**src/rtl/vc_sched_pkg.sv**
```systemverilog
// rtl/vc_sched_pkg.sv - shared sizing, state type and pointer helper for the VC commit scheduler
package vc_sched_pkg;

    localparam int NUM_VC      = 4;
    localparam int BUFFER_SIZE = 8;
    localparam int CREDIT_MAX  = 4;

    localparam int VC_W   = $clog2(NUM_VC);
    localparam int OCC_W  = $clog2(BUFFER_SIZE) + 1;
    localparam int CRED_W = $clog2(CREDIT_MAX) + 1;
    // Wide enough to hold the sum of all per-VC occupancies.
    localparam int SUM_W  = OCC_W + VC_W;

    typedef enum logic [1:0] {
        IDLE   = 2'd0,
        ACTIVE = 2'd1,
        STALL  = 2'd2
    } sched_state_e;

    // NUM_VC is a power of two, so the wrap falls out of the VC_W-bit add.
    function automatic logic [VC_W-1:0] next_vc(input logic [VC_W-1:0] ptr);
        return ptr + VC_W'(1);
    endfunction

endpackage

```
**src/rtl/vc_rr_arbiter.sv**
```systemverilog
// rtl/vc_rr_arbiter.sv - combinational round-robin pick of the first requester at or after ptr
//   req_i   : per-VC request vector
//   ptr_i   : round-robin start position
//   grant_o : one-hot grant (zero when no request)
//   idx_o   : encoded grant index (zero when no request)
module vc_rr_arbiter
    import vc_sched_pkg::*;
(
    input  logic [NUM_VC-1:0] req_i,
    input  logic [VC_W-1:0]   ptr_i,
    output logic [NUM_VC-1:0] grant_o,
    output logic [VC_W-1:0]   idx_o
);

    logic [2*NUM_VC-1:0] req_dbl;
    logic [2*NUM_VC-1:0] masked;
    logic                found;

    // Requests are duplicated so that masking off everything below ptr in the
    // lower copy still leaves the wrapped-around requesters visible in the
    // upper copy; a plain lowest-bit priority then yields round-robin order.
    always_comb begin
        req_dbl = {req_i, req_i};
        masked  = req_dbl & ({(2*NUM_VC){1'b1}} << ptr_i);
        found   = 1'b0;
        idx_o   = '0;
        for (int i = 0; i < 2*NUM_VC; i++) begin
            if (masked[i] && !found) begin
                found = 1'b1;
                idx_o = VC_W'(i % NUM_VC);
            end
        end
        grant_o = found ? (NUM_VC'(1) << idx_o) : '0;
    end

endmodule

```
**src/rtl/vc_commit_scheduler.sv**
```systemverilog
// rtl/vc_commit_scheduler.sv - per-VC occupancy/credit tracking, round-robin commit and output register
//   clk, rst                 : clock, synchronous active-high reset
//   enq_fire, enq_vc         : enqueue accepted by the shared buffer and its VC
//   commit_ready, commit_id  : pop strobe and VC toward the buffer
//   buf_valid, buf_data      : buffer's response for the popped head word
//   out_valid/out_data/out_vc, out_ready : registered output stage toward the link
//   credit_ret               : per-VC downstream credit returns
//   err                      : sticky protocol error
module vc_commit_scheduler
    import vc_sched_pkg::*;
(
    input  logic              clk,
    input  logic              rst,
    input  logic              enq_fire,
    input  logic [VC_W-1:0]   enq_vc,
    output logic              commit_ready,
    output logic [VC_W-1:0]   commit_id,
    input  logic              buf_valid,
    input  logic [31:0]       buf_data,
    output logic              out_valid,
    output logic [31:0]       out_data,
    output logic [VC_W-1:0]   out_vc,
    input  logic              out_ready,
    input  logic [NUM_VC-1:0] credit_ret,
    output logic              err
);

    logic [OCC_W-1:0]  occ_q  [NUM_VC];
    logic [OCC_W-1:0]  occ_d  [NUM_VC];
    logic [CRED_W-1:0] cred_q [NUM_VC];
    logic [CRED_W-1:0] cred_d [NUM_VC];
    logic [VC_W-1:0]   rr_ptr_q, rr_ptr_d;
    logic [VC_W-1:0]   last_id_q, last_id_d;
    logic              out_valid_q, out_valid_d;
    logic [31:0]       out_data_q, out_data_d;
    logic [VC_W-1:0]   out_vc_q, out_vc_d;
    logic              err_q, err_d;
    sched_state_e      state_q, state_d;

    logic [NUM_VC-1:0] eligible, grant, inc_v, dec_v, cred_full;
    logic [VC_W-1:0]   grant_idx;
    logic [SUM_W-1:0]  occ_sum;
    logic              any_elig, slot_free, commit, buf_full;

    always_comb begin
        occ_sum = '0;
        for (int v = 0; v < NUM_VC; v++) begin
            eligible[v]  = (occ_q[v] != '0) && (cred_q[v] != '0);
            cred_full[v] = (cred_q[v] == CRED_W'(CREDIT_MAX));
            occ_sum      = occ_sum + SUM_W'(occ_q[v]);
        end
    end

    assign any_elig  = |eligible;
    assign slot_free = !out_valid_q || out_ready;
    assign commit    = slot_free && any_elig;
    assign buf_full  = (occ_sum == SUM_W'(BUFFER_SIZE));

    vc_rr_arbiter u_arb (
        .req_i   (eligible),
        .ptr_i   (rr_ptr_q),
        .grant_o (grant),
        .idx_o   (grant_idx)
    );

    assign commit_ready = commit;
    assign commit_id    = commit ? grant_idx : last_id_q;
    assign out_valid    = out_valid_q;
    assign out_data     = out_data_q;
    assign out_vc       = out_vc_q;
    assign err          = err_q;

    always_comb begin
        for (int v = 0; v < NUM_VC; v++) begin
            // An enqueue into a full buffer is an error and is not counted,
            // keeping the per-VC counters within their range.
            inc_v[v] = enq_fire && !buf_full && (enq_vc == VC_W'(v));
            dec_v[v] = commit && grant[v];

            occ_d[v] = occ_q[v];
            if (inc_v[v] && !dec_v[v]) begin
                occ_d[v] = occ_q[v] + OCC_W'(1);
            end else if (dec_v[v] && !inc_v[v]) begin
                occ_d[v] = occ_q[v] - OCC_W'(1);
            end

            // A return at CREDIT_MAX saturates rather than wrapping.
            cred_d[v] = cred_q[v];
            if (dec_v[v] && !credit_ret[v]) begin
                cred_d[v] = cred_q[v] - CRED_W'(1);
            end else if (credit_ret[v] && !dec_v[v] && !cred_full[v]) begin
                cred_d[v] = cred_q[v] + CRED_W'(1);
            end
        end

        rr_ptr_d    = commit ? next_vc(grant_idx) : rr_ptr_q;
        last_id_d   = commit ? grant_idx : last_id_q;
        out_valid_d = commit ? 1'b1 : (out_ready ? 1'b0 : out_valid_q);
        out_data_d  = commit ? buf_data : out_data_q;
        out_vc_d    = commit ? grant_idx : out_vc_q;

        err_d = err_q
              | (enq_fire && buf_full)
              | (|(credit_ret & cred_full))
              | (buf_valid != commit);
    end

    // The status is derived fresh every cycle; no state carries history, so
    // every state takes the same transitions.
    always_comb begin
        state_d = IDLE;
        unique case (state_q)
            IDLE, ACTIVE, STALL: begin
                if (commit) begin
                    state_d = ACTIVE;
                end else if (any_elig) begin
                    state_d = STALL;
                end
            end
            default: state_d = IDLE;
        endcase
    end

    always_ff @(posedge clk) begin
        if (rst) begin
            for (int v = 0; v < NUM_VC; v++) begin
                occ_q[v]  <= '0;
                cred_q[v] <= CRED_W'(CREDIT_MAX);
            end
            rr_ptr_q    <= '0;
            last_id_q   <= '0;
            out_valid_q <= 1'b0;
            out_data_q  <= '0;
            out_vc_q    <= '0;
            err_q       <= 1'b0;
            state_q     <= IDLE;
        end else begin
            for (int v = 0; v < NUM_VC; v++) begin
                occ_q[v]  <= occ_d[v];
                cred_q[v] <= cred_d[v];
            end
            rr_ptr_q    <= rr_ptr_d;
            last_id_q   <= last_id_d;
            out_valid_q <= out_valid_d;
            out_data_q  <= out_data_d;
            out_vc_q    <= out_vc_d;
            err_q       <= err_d;
            state_q     <= state_d;
        end
    end

endmodule

```
**config.mk**
```make
export PLATFORM = sky130hd
export DESIGN_NAME = vc_commit_scheduler
export DESIGN_NICKNAME = d
export VERILOG_FILES = /design/src/rtl/vc_sched_pkg.sv /design/src/rtl/vc_rr_arbiter.sv /design/src/rtl/vc_commit_scheduler.sv
export SDC_FILE = /design/constraint.sdc
export NUM_CORES = 1
export LEC_CHECK = 0
export CAP_MARGIN = 30
export CORE_ASPECT_RATIO = 0.75
export CORE_UTILIZATION = 53
export CTS_BUF_LIST = sky130_fd_sc_hd__clkbuf_4
export DETAILED_ROUTE_END_ITERATION = 6
export PLACE_DENSITY = 0.94
export SYNTH_ARGS = -nofsm -noshare
export SYNTH_HDL_FRONTEND = slang
export SYNTH_SLANG_ARGS = --single-unit
```
**constraint.sdc**
```tcl
create_clock -name clk -period 4.6 [get_ports clk]
set_input_delay 0.46 -clock clk [delete_from_list [all_inputs] [get_ports clk]]
set_output_delay 0.46 -clock clk [all_outputs]
set_load 0.01 [all_outputs]
```
# After elaboration in Yosys (flattened, before gate mapping)
# Memory sizes are Yosys's and may differ from the RTL's.
# Cells that the tools add are included.
[totals] register_bits=40 ram_bits=28 input_bits=43 output_inout_bits=39 word_cells=178 n_memories=2
[classes] addsub=20 eq_ne=9 shifts=2 mux=46 n_bitwise=13 reduce_logical=80
[mem_list] name="occ_q" words=4 word_bits=4 read_ports=4 rd_ports_with_merged_regs=0 wr=4 line="vc_commit_scheduler.sv:28" text="logic [OCC_W-1:0] occ_q [NUM_VC];"
[mem_list] name="cred_q" words=4 word_bits=3 read_ports=4 rd_ports_with_merged_regs=0 wr=4 line="vc_commit_scheduler.sv:30" text="logic [CRED_W-1:0] cred_q [NUM_VC];"
[ops] op="two-way mux 4 bit" n=13
[ops] op="logical AND 1 bit" n=42
[ops] op="two-way mux 3 bit" n=12
[ops] op="zero test 1 bit" n=25
[ops] op="adder 4 x 1 -> 4 bit, second input constant" n=4
[ops] op="nonzero test 4 bit" n=4
[ops] op="subtractor 4 x 1 -> 4 bit, second input constant" n=4
[ops] op="two-way mux 1 bit" n=14
[ops] op="two-way mux 2 bit" n=7
[ops] op="adder 3 x 1 -> 3 bit, second input constant" n=4
[ops] op="== test 3 bit, second input constant" n=4
[ops] op="nonzero test 3 bit" n=4
[ops] op="subtractor 3 x 1 -> 3 bit, second input constant" n=4
[ops] op="OR 1 bit" n=11
[ops] op="AND 8 bit" n=1
[ops] op="OR reduction 4 bit" n=2
[ops] op="<< shifter 8 x 2 -> 8 bit, first input constant" n=1
[ops] op="adder 5 x 4 -> 6 bit" n=1
[ops] op="adder 6 x 4 -> 6 bit" n=1
[ops] op="== test 6 x 4 -> 1 bit, second input constant" n=1
[ops] op="adder 4 x 4 -> 5 bit" n=1
[ops] op="AND 4 bit" n=1
[ops] op="== test 2 bit, second input constant" n=2
[ops] op="<< shifter 1 x 2 -> 4 bit, first input constant" n=1
[ops] op="other kinds (6)" n=6

# Depth between registers and ports, before layout
# An unclocked memory read counts as a cell.
[depth] depth_word=35 ltp_mapped=18 mapped_depth_nobuf=18

# Cells and area by module
# From an unflattened synthesis, not the netlist that was laid out.
[hier_totals] cells_unflattened=408 hier_area_um2=3901.2
[by_module_without_submodules] mod="vc_commit_scheduler" n_inst=1 cells_per_inst=379 area_each_um2=3704.8 seq_area_each_um2=1361.3
[by_module_without_submodules] mod="vc_rr_arbiter" n_inst=1 cells_per_inst=29 area_each_um2=196.4 seq_area_each_um2=0.0

# Worst setup path before layout
# Ideal clock, no wire load.
[synth_path] kind="flip-flop to flip-flop" startpoint="memory occ_q[0][1] in the netlist's numbering" endpoint="memory occ_q[3][3] in the netlist's numbering" setup_time_ns=0.070 arrival_ns=4.096 required_time_ns=4.530 setup_slack_ns=0.434 path_stages_with_launch=18 n_path_buf=0 synth_period_minus_slack_ns=4.166 path_cell_list="dfxtp_1 -> fa_1 -> fa_1 -> ha_1 -> inv_1 -> fa_1 -> or2_2 -> a21oi_1 -> o21ai_0 -> and4_1 -> ha_1 -> inv_1 -> ha_1 -> a21o_1 -> a21oi_1 -> xnor2_1 -> or3_1 -> a21oi_1"
[synth_rtl] element="from (decl)" line="vc_commit_scheduler.sv:28"

==> metrics.md <==
| Metric | Value |
|---|---|
| Post-synth top area share | `0.3625` |
| Place WS | `about 0.025 ns` |
| Most frequent cells after synthesis | `nand2_1 (71), dfxtp_1 (68), a21oi_1 (56), nor2_1 (36), inv_1 (34)` |
| Final hold vios | `0` |
| Synth Area in Adders | `0.1486` |
| Worst-Margin Slew | `0.9877 ns` |
| GPL Wtd Cong | `around 0.86` |
| Post-DP HPWL | `6580 um` |
| Fin nets | `591` |
| Post-Syn Nets | `514` |
| Slew Limit Fails | `0` |
| # rows | `26` |
| Cells after Synth | `436` |
| RSZ-0062 raised after global routing | `no` |
| Worst R2R End | `occ_q[3][3]$_SDFFE_PP0P_` |
| Worst setup path endpoint | `occ_q[3][3]$_SDFFE_PP0P_` |
| Worst r2r src | `occ_q[1][1]$_SDFFE_PP0P_` |
| Worst hold path depth | `2` |
| Port bufs | `81` |
| Post-synthesis mux area share | `0.01899` |
| Setup TNS | `0 ns` |
| Clk_skew | `0.01701 ns` |
| GR Layer Usage met1 | `0.3125` |
| P&R area growth vs syn | `26.42%` |
| Critical path required time | `4.98 ns` |
| DR vias | `3,410` |
| Relative slew margins | `0.3386` |
| Vias in the first global route | `3,259` |
| Synth Warn # | `0` |
| Grt met3 use | `0.09006` |
| Fmax | `0.2300 GHz` |
| Async SR Flop Fraction | `0` |
| Layout cells sized above 1 | `0.09266` |
| Drc violations | `0` |
| Period utilization | `0.9450` |
| Pwr dens | `between 700 and 800 nW/um^2` |
| Die Height | `between 70 and 80 um` |
| Die W | `99.19 um` |
| Cell accounting for the most synthesized area | `dfxtp_1` |
| Antenna diodes | `0` |
| Via density | `around 5.7` |
| Clk buf depth | `2` |
| DR iter-0 viols | `225` |
| Count leader, synth | `nand2_1` |
| CTS buffer count | `9` |
| Sequential cell area fraction in the yosys report | `0.3625` |
| Global route total overflow | `0` |
| Post-synth EDFFs | `0` |
| Met2 Usage GRT | `0.4172` |
| GRT Util Overall | `0.2579` |
| Critical path class | `reg -> reg` |
| Core Footprint | `6832 um^2` |
| First-pass GRT wire length | `14,740 um` |
| Netlist cell types | `57` |
| Final period demand of the worst path | `4.347 ns` |
| Post-synthesis simple-gate area fraction | `0.2083` |
| Startpoint Class | `flop` |
| Crit path from | `occ_q[1][1]$_SDFFE_PP0P_` |
| Crit path DAT | `4.72 ns` |
| Min-delay worst type | `reg -> reg` |
| Die outline area | `7429 um^2` |
| Post-route cell area | `4747 um^2` |
| DR WL/cell | `between 15 and 20 um` |
| Setup-failing EPs final | `0` |
| Max-cap violations | `0` |
| Largest cells by area after synthesis | `dfxtp_1 (36%), fa_1 (8.5%), a21oi_1 (7.5%), nand2_1 (7.1%), ha_1 (6.3%)` |
| Post-synth top flop | `dfxtp_1` |
| Clk_lat worst skew | `about 0.45 ns` |
| CTS tree | `built` |
| Leakage | `between 0.0015 and 0.002 uW` |
| Setup ws final | `0.2530 ns` |
| Initial antenna violation count | `0` |
| CTS root buf | `clkbuf_4` |
| Synth Area per Inst | `8.612 um^2` |
| Drt total wl | `9041 um` |
| Worst hold slack | `0.4616 ns` |
| Status | `completed` |
| Worst setup EP type | `flop` |
| Sink Count | `68` |
| Placed cell area | `~4600 um^2` |
| Drt pass-1 iters | `4` |
| Initial Util | `0.5496` |
| Largest net degree at the start of global routing | `72` |
| FF-to-FF path depth | `17` |
| Gr busiest metal | `met2` |
| H-tree depth | `3` |
| Reg clk slew, reported paths | `0.13 ns` |
| Max FO, Critical Path | `5` |
| Final core utilization | `0.6949` |
| Xor and xnor area share after synthesis | `0.03499` |
| Maximum VDD drop | `~0.32 mV` |
| # IOs | `82` |
| Largest family of logic cells by synthesized area | `simple AND/OR/NAND/NOR gates` |
| Antenna Nets Post-Route | `0` |
| R2R Setup Slk | `0.25 ns` |
| Yosys reg bits | `between 60 and 70` |
| Post-Syn Area | `3755 um^2` |
| Post-CTS Setup Repair Bufs | `0` |
| Compound-Gate Fraction of Synth Area | `0.1699` |
## through the flow
stage,instances,total power (uW)
2_1_floorplan,436,2376
3_3_place_gp,586,2836
3_5_place_dp,586,2964
4_1_cts,602,3334
5_1_grt,602,3637
6_report,602,3345
## layer usage
layer,up-vias,part of all wire
met2,112,0.47
li1,1639,-
met4,0,0.027
met1,1634,0.43
met3,25,0.074
met5,-,0
## placed cells by master (no fill, tap or decap), drive strengths merged, types with 3 or more instances in the layout
cell and n:
a21o 9, a21oi 57, a31oi 3, buf 4
clkbuf 9, clkdlybuf4s50 80, clkinv 3, dfxtp 68
fa 16, ha 19, inv 37, mux2i 6
nand2 71, nand2b 3, nand3 5, nor2 38
nor2b 3, nor3 13, nor4 6, o21ai 11
or2 4, or3 5, xnor2 11, xor2 4
## registers in the layout (all words and copies together) (netlist names)
register   cells
last_id_q      2
out_valid      1
cred_q        12
out_vc         2
occ_q         16
out_data      32
err            1
rr_ptr_q       2
## report_power, final
part           internal [uW]  switching [uW]
clock                    113             243
sequential               769             167
combinational            906            1150
total                   1790            1560
## critical path, cell delays in order (launching register included)
cell,delay (ns)
dfxtp_2,0.39
fa_1,0.51
fa_1,0.52
ha_1,0.16
inv_1,0.05
fa_1,0.40
or2_2,0.30
a21oi_1,0.16
o21ai_2,0.09
and4_1,0.22
ha_1,0.22
inv_1,0.12
ha_1,0.25
a21o_1,0.18
a21oi_1,0.17
xnor2_1,0.08
or3_1,0.31
a21oi_1,0.15
## worst min-delay path by stage
stage / start / endpoint / slack (ns)
2_1_floorplan: occ_q[1][3]$_SDFFE_PP0P_ / occ_q[1][3]$_SDFFE_PP0P_ / 0.47
6_report: out_data[31]$_SDFFE_PP0P_ / out_data[31]$_SDFFE_PP0P_ / 0.46
5_1_grt: out_data[28]$_SDFFE_PP0P_ / out_data[28]$_SDFFE_PP0P_ / 0.49
3_5_place_dp: out_data[29]$_SDFFE_PP0P_ / out_data[29]$_SDFFE_PP0P_ / 0.45
3_3_place_gp: out_data[19]$_SDFFE_PP0P_ / out_data[19]$_SDFFE_PP0P_ / 0.44
4_1_cts: out_data[29]$_SDFFE_PP0P_ / out_data[29]$_SDFFE_PP0P_ / 0.46
## what timing repair did
item / in CTS / in global routing
pin swaps: 0 / 1
hold buffers: 0 / 0
resized for setup: 1 / 9
setup endpoints to repair: 1 / 4
## cells by family after synthesis
| kind of cell | Yosys count |
|---|---|
| buf+inv | 53 |
| compound gates | 99 |
| simple gates | 159 |
| fa+ha+maj | 35 |
| flops | 68 |
| mux | 7 |
| xor+xnor | 15 |
## layout make-up
type	count	area, um^2
multi-input combinational	315	2195
fill	510	2085
sequential	68	1369
timing repair buffer	84	828.3
inverter	35	131.4
tap	84	105.1
clock buffer	9	67.56
clock inverter	7	51.30
No activity file was read; power rests on OpenSTA's default activity.
